--- config.mk ---
export PLATFORM = sky130hd
export DESIGN_NAME = button_conditioner
export DESIGN_NICKNAME = d
export VERILOG_FILES = /design/src/rtl/button_conditioner.sv
export SDC_FILE = /design/constraint.sdc
export NUM_CORES = 1
export LEC_CHECK = 0
export ABC_AREA = 0
export BUFFER_PORTS_ARGS = -buffer_cell sky130_fd_sc_hd__buf_2
export CAP_MARGIN = 40
export CORE_ASPECT_RATIO = 0.7
export CORE_MARGIN = 2
export CORE_UTILIZATION = 40
export CTS_CLUSTER_SIZE = 12
export DETAILED_ROUTE_END_ITERATION = 7
export HOLD_SLACK_MARGIN = 0.12
export PLACE_DENSITY = 0.6
export SYNTH_ARGS = -nofsm -noshare
export SYNTH_HDL_FRONTEND = slang
export SYNTH_SLANG_ARGS = --single-unit
--- constraint.sdc ---
create_clock -name clk -period 3.7 [get_ports clk]
set_clock_uncertainty 0.1 [all_clocks]
set_input_delay 0 -clock clk [delete_from_list [all_inputs] [get_ports clk]]
set_output_delay 0 -clock clk [all_outputs]
set_load 0.01 [all_outputs]
--- src/rtl/button_conditioner.sv ---
// -----------------------------------------------------------------------------
// button_conditioner
//
// Debounces N_BTN raw button inputs and turns each debounced press into a
// single-cycle press pulse. If a button stays held with auto-repeat enabled,
// the channel also produces repeat pulses: the first one REPEAT_DELAY cycles
// after the press pulse, then one every REPEAT_RATE cycles.
// Every channel is a fully independent copy of the same logic.
//
// Parameters
//   N_BTN        number of button channels (bit 0 = volume up, bit 1 = down)
//   DEB_DEPTH    debounce shift-register length in clk samples (2..16)
//   REPEAT_DELAY cycles from the press pulse to the first repeat pulse (>= 2)
//   REPEAT_RATE  cycles between successive repeat pulses (>= 1)
//
// Ports
//   clk        single clock for all logic (normally the divided clock)
//   rst        synchronous, active-high reset
//   btn_in     raw, possibly bouncing, button levels
//   repeat_en  per-channel auto-repeat enable, sampled every clk
//   btn_level  debounced level, registered
//   btn_pulse  single-cycle press / repeat pulses, registered
//   btn_held   high while the channel is in the REPEAT state, registered
// -----------------------------------------------------------------------------
module button_conditioner #(
    parameter int N_BTN        = 2,
    parameter int DEB_DEPTH    = 4,
    parameter int REPEAT_DELAY = 16,
    parameter int REPEAT_RATE  = 4
) (
    input  logic             clk,
    input  logic             rst,
    input  logic [N_BTN-1:0] btn_in,
    input  logic [N_BTN-1:0] repeat_en,
    output logic [N_BTN-1:0] btn_level,
    output logic [N_BTN-1:0] btn_pulse,
    output logic [N_BTN-1:0] btn_held
);

    localparam int CNT_MAX = (REPEAT_DELAY > REPEAT_RATE) ? REPEAT_DELAY : REPEAT_RATE;
    localparam int CNT_W   = $clog2(CNT_MAX) + 1;

    // Terminal counts: the counter starts at 0 on the edge that emits the
    // previous pulse, so the next pulse is due when it reaches interval-1.
    localparam logic [CNT_W-1:0] DELAY_TC = CNT_W'(REPEAT_DELAY - 1);
    localparam logic [CNT_W-1:0] RATE_TC  = CNT_W'(REPEAT_RATE - 1);

    typedef enum logic [1:0] {
        S_IDLE   = 2'd0,
        S_HOLD   = 2'd1,
        S_REPEAT = 2'd2
    } state_e;

    for (genvar i = 0; i < N_BTN; i++) begin : g_ch

        logic [DEB_DEPTH-1:0] sr_q,    sr_d;
        logic                 level_q, level_d;
        logic                 pulse_q, pulse_d;
        logic                 held_q,  held_d;
        logic                 en_q;
        logic [CNT_W-1:0]     cnt_q,   cnt_d;
        state_e               state_q, state_d;

        // ---------------------------------------------------------------
        // Debounce: shift register with hysteresis on the output level.
        // ---------------------------------------------------------------
        always_comb begin
            sr_d    = {sr_q[DEB_DEPTH-2:0], btn_in[i]};
            level_d = level_q;
            if (&sr_q) begin
                level_d = 1'b1;
            end else if (~|sr_q) begin
                level_d = 1'b0;
            end
        end

        // ---------------------------------------------------------------
        // Press / repeat FSM, next-state and registered outputs.
        // ---------------------------------------------------------------
        always_comb begin
            state_d = state_q;
            cnt_d   = cnt_q;
            pulse_d = 1'b0;

            unique case (state_q)
                S_IDLE: begin
                    cnt_d = '0;
                    if (level_q) begin
                        state_d = S_HOLD;
                        pulse_d = 1'b1;
                    end
                end

                S_HOLD: begin
                    if (!level_q) begin
                        state_d = S_IDLE;
                        cnt_d   = '0;
                    end else if (!repeat_en[i] || !en_q) begin
                        // Counting only starts once the enable has been seen
                        // high on the previous edge too, so a re-enable
                        // restarts a full REPEAT_DELAY interval just like a
                        // fresh press does.
                        cnt_d = '0;
                    end else if (cnt_q == DELAY_TC) begin
                        state_d = S_REPEAT;
                        cnt_d   = '0;
                        pulse_d = 1'b1;
                    end else begin
                        cnt_d = cnt_q + CNT_W'(1);
                    end
                end

                S_REPEAT: begin
                    if (!level_q) begin
                        state_d = S_IDLE;
                        cnt_d   = '0;
                    end else if (!repeat_en[i]) begin
                        state_d = S_HOLD;
                        cnt_d   = '0;
                    end else if (cnt_q == RATE_TC) begin
                        cnt_d   = '0;
                        pulse_d = 1'b1;
                    end else begin
                        cnt_d = cnt_q + CNT_W'(1);
                    end
                end

                default: begin
                    state_d = S_IDLE;
                    cnt_d   = '0;
                end
            endcase

            held_d = (state_d == S_REPEAT);
        end

        always_ff @(posedge clk) begin
            if (rst) begin
                sr_q    <= '0;
                level_q <= 1'b0;
                pulse_q <= 1'b0;
                held_q  <= 1'b0;
                en_q    <= 1'b0;
                cnt_q   <= '0;
                state_q <= S_IDLE;
            end else begin
                sr_q    <= sr_d;
                level_q <= level_d;
                pulse_q <= pulse_d;
                held_q  <= held_d;
                en_q    <= repeat_en[i];
                cnt_q   <= cnt_d;
                state_q <= state_d;
            end
        end

        assign btn_level[i] = level_q;
        assign btn_pulse[i] = pulse_q;
        assign btn_held[i]  = held_q;

    end : g_ch

endmodule

Yosys cells after proc, flatten, opt, wreduce, memory -nomap -nowiden

Index checks and enable logic that the tools add are counted.

Register bits after elaboration: 30
Bits of input ports: 6

Add/sub/neg operators: 2
Eq/ne operators: 12
Muxes and demuxes: 48
Reduce and logical (&&, ||, !) cells: 12

Operator list:

| cell                                           | number |
|---|---|
| 2-to-1 mux 5 bit                               | 12 |
| 2-to-1 mux 2 bit                               | 12 |
| case mux 5 bit (2 select lines)                | 2 |
| 2-to-1 mux 1 bit                               | 18 |
| case mux 2 bit (3 select lines)                | 2 |
| adder 5 x 1 -> 5 bit (second input constant)   | 2 |
| == test 5 x 2 -> 1 bit (second input constant) | 2 |
| == test 5 x 4 -> 1 bit (second input constant) | 2 |
| == test 2 bit (second input constant)          | 4 |
| AND reduction 4 bit                            | 2 |
| OR reduction 4 bit                             | 2 |
| case mux 1 bit (3 select lines)                | 2 |
| == test 2 x 1 -> 1 bit (second input constant) | 2 |
| zero test 1 bit                                | 4 |
| zero test 2 bit                                | 2 |
| inequality test 2 bit (second input constant)  | 2 |
| logical OR 1 bit                               | 2 |

Longest topological paths before layout

Depth after elaboration: 6
Gate-level depth with buffers: 7

Least setup slack after synthesis

OpenSTA, ideal clock, no wires.

Path kind: flip-flop to flip-flop
Start point: register g_ch[0].cnt_q[0]
End point: register g_ch[0].pulse_q
Library setup time: 70 ps
Arrival time: 1,504 ps
Data required time: 3,530 ps
Slack: 2,026 ps
Stages on the path, launching flop included: 7
Path buffers: 0
Cell sequence: dfxtp_1 -> ha_1 -> and3_1 -> ha_1 -> nand3_1 -> or3b_2 -> a21oi_1

Cells in the longest elaborated chain, start to end: 5

Ends and longest elaborated chain:

| item                                                             | RTL line | source |
|---|---|---|
| start, declared                                                  | 61       | `logic [CNT_W-1:0] cnt_q, cnt_d;` |
| start signal, assigned                                           | 152      | `cnt_q <= cnt_d;` |
| == test 5 x 2 -> 1 bit or == test 5 x 4 -> 1 bit (tied branches) | 120, 104 |  |
| 2-to-1 mux 1 bit (on tied branches)                              | 120, 104 |  |
| 2-to-1 mux 1 bit (on tied branches)                              | 117, 98  |  |
| 2-to-1 mux 1 bit (on tied branches)                              | 114, 95  |  |
| case mux 1 bit (3 select lines) (*)                              | 85       | `unique case (state_q)` |
| end signal, assigned                                             | 149      | `pulse_q <= pulse_d;` |
| end, declared                                                    | 58       | `logic pulse_q, pulse_d;` |

Mark *: on every way between the ends. The rest lies on a longest branch, timed or not.
A chain may end at the register's enable or synchronous reset.

Final worst setup path

Ends and elaborated chain as after synthesis.

==> results_dict.tcl <==
set metrics [dict create \
    outcome "finished, final reports clean" \
    core_area_um2 3250 \
    numCtsBuffers 5 \
    h-tree-depth 2 \
    clkTransAtPathRegs_ps 60 \
    synth_edf_count 0 \
    max-vdd-ir-drop_uv 182 \
    slowest_delay_ps 480 \
    critPathRequiredTime_ps 3810 \
    drt-wirelength-per-cell_um 11.8 \
    design.die.area_um2 4020 \
    die_w_um 74.9 \
    synth.avg_cell_area_um2 9.15 \
    p_comb_share_pct 2.8 \
    cp_top_family "simple AND/OR/NAND/NOR gates" \
    placedCellCount 204 \
    hold_buffers 8 \
    synth_ff_type "dfxtp_1" \
    finalWirelength_um 2600 \
    nNetsFinal 192 \
    stdcell_count 220 \
    fp.dieH_um 53.7 \
    crit_type "register to register" \
    synth-seq-area-share_pct 42.6 \
    yosys.area.top_type "dfxtp_1" \
    synth-xor-area-share_pct 2.49 \
    grt_pass1_vias 1050 \
    n_antenna_cell 0 \
    yosys_warnings 0 \
    antenna_found_initial 0 \
    viasPerCell 4.86 \
    ant_nets 0 \
    cts_sinks 30 \
    p_per_area_nw_per_um2 397 \
    drc 0 \
    cts_resized 0 \
    switching_share_pct 20.4 \
    track_usage_pct 15.6 \
    synth_mux_area_share_pct 0 \
    rsz0062_at_grt "no" \
    fin_crit_ps 1880 \
    p_switching_mw 0.134 \
    clockRootBuffer "clkbuf_8" \
    syn-cell-area_um2 1410 \
    drv_slew 0 \
    cpMostUsedCell "ha_1" \
    io_pins 12 \
    critPathMaxFanout 3 \
    fin_setup_tns_ps 0 \
    setup_violations 0 \
    whs_ps 361 \
    hold_viol_final 0 \
    finalCritPeriodShare_pct 50.8 \
    max-slew-margin-rel_pct 62.0 \
    synth_top_area_share_pct 42.6 \
    initial_core_util_pct 43.3 \
    synth_compound_area_share_pct 12.3 \
    end_kind "register" \
    seqPwrFrac_pct 50.0 \
    grt_pass1_wl_um 4660 \
    cap_violations 0 \
    power.clock.fraction_pct 47.1 \
    cp_num_buf_inv 0 \
    rrSetupSlack_ps 1820 \
    io_buffers 11 \
    grt_max_degree 18 \
    pre_cts_slack_ps 1870 \
    vias 1070 \
    max_freq_mhz 532 \
    drt_iter0_markers 74 \
    dr.pass1.iters 4 \
    drive_above_1_share_pct 12.7 \
    synth-adder-area-share_pct 12.4 \
    synthArstFlopShare_pct 0 \
    synthTopCellsByArea "dfxtp_1 (43%), ha_1 (12%), nor2b_1 (5.3%)" \
    cts_setup_buffers 0 \
    critical_path_arrival_ps 1990 \
    cp-start-kind "register" \
    tightest_slew_ps 563 \
    timing.final.ws_setup_ps 1820 \
    syn-num-nets 174 \
    slowest_stage "or3b_2" \
    place_congestion 0.847 \
    p_leak_nw 0.684 \
    cts.path.max_buffers 2 \
    synth_top_family_by_area "simple AND/OR/NAND/NOR gates" \
    power.internal_mw 0.525 \
    dp_hpwl_um 1830 \
    crit_chain "ha_1 > and3_1 > ha_1 > nand3_1 > or3b_2 > a21oi_1" \
    grt_overflow 0 \
    syn_inst 154 \
    synth-seq-cells 30 \
    insertion_delay_ps 280 \
    yosysUniqueCellTypes 35 \
    fp-row-count 17 \
    synthToLayoutAreaGrowth_pct 17.9 \
    min-delay-path-class "register to register" \
    synth-simple-area-share_pct 23.3 \
    cts_tree "yes" \
]
==> per-stage QoR <==
step / utilization [%] / power, mW / instance area [um^2]
6_report: 51.0 / 0.660 / 1660
3_5_place_dp: 45.2 / 0.349 / 1470
4_1_cts: 51.0 / 0.666 / 1660
5_1_grt: 51.0 / 0.686 / 1660
2_1_floorplan: - / 0.342 / 1410
3_3_place_gp: 45.2 / 0.349 / 1470
==> cell type report <==
class / count / area, um^2
clock buffer: 8 / 110
multi-input combinational: 104 / 711
sequential: 30 / 601
inverter: 12 / 45.0
tap: 47 / 58.8
fill: 310 / 1590
timing repair buffer: 19 / 135
==> flip-flops by register name, summed over array words and instances, names as in the netlist <==
name / cells
g_ch.en_q: 2
g_ch.sr_q: 8
g_ch.state_q: 4
g_ch.level_q: 2
g_ch.held_q: 2
g_ch.cnt_q: 10
g_ch.pulse_q: 2
==> power by group through the flow <==
stage,combinational [mW],sequential [mW],clock (mW)
final,0.0187,0.330,0.311
after global routing,0.0205,0.330,0.335
after CTS,0.0186,0.330,0.318
after detailed placement,0.0122,0.337,0
after global placement,0.0118,0.337,0
after floorplan,0.00587,0.336,0
==> synthesized netlist by cell type (3+ instances only) <==
cell,instances
o31ai_1,3
nor2b_1,12
o21ai_0,3
nand2_1,8
dfxtp_1,30
nor3_1,3
buf_4,6
nor2_1,11
a21oi_1,13
nand3_1,7
and3_1,4
inv_1,12
ha_1,14
==> kinds of logic after synthesis <==
family / after synthesis
buffers and inverters: 20
AO/OA/AOI/OAI: 28
AND/OR/NAND/NOR: 58
flip-flops: 30
adder cells (fa/ha/maj): 14
XOR/XNOR: 4
==> final timing paths <==
path / depth (start not counted) / endpoint / start
setup / recovery: 6 / g_ch[0].pulse_q$_SDFF_PP0_ / g_ch[0].cnt_q[0]$_SDFF_PP0_
hold / removal: 1 / g_ch[1].cnt_q[0]$_SDFF_PP0_ / g_ch[1].cnt_q[0]$_SDFF_PP0_
hold reg to reg: 1 / g_ch[1].cnt_q[0]$_SDFF_PP0_ / g_ch[1].cnt_q[0]$_SDFF_PP0_
setup reg to reg: 6 / g_ch[0].pulse_q$_SDFF_PP0_ / g_ch[0].cnt_q[0]$_SDFF_PP0_
==> worst register-to-register path, delay by kind of cell (launching register included) <==
kind | cells | cell delay (ps)
and+or+nand+nor | 3 | 800
AOI/OAI and AO/OA | 1 | 140
adders and majority gates | 2 | 410
DFF | 1 | 360
==> metal layers <==
metal	track usage (%)	wire, um	up-vias
li1	-	-	555
met1	20.5	1350	485
met2	23.2	1070	24
met3	5.24	137	6
met4	7.14	44	0
met5	0	0	-
==> cell usage in the layout, fill, tap and decap left out, types with 4 or more instances in the layout <==
master and instances:
nor2b_1 12, nand2_1 8, buf_2 11, dfxtp_1 30, nor2_1 11, clkbuf_8 8
ha_1 14, nand3_1 7, and3_1 4, inv_1 12, a21oi_1 13, dlygate4sd3_1 8
Note: power is estimated with default switching activity, not from simulation.
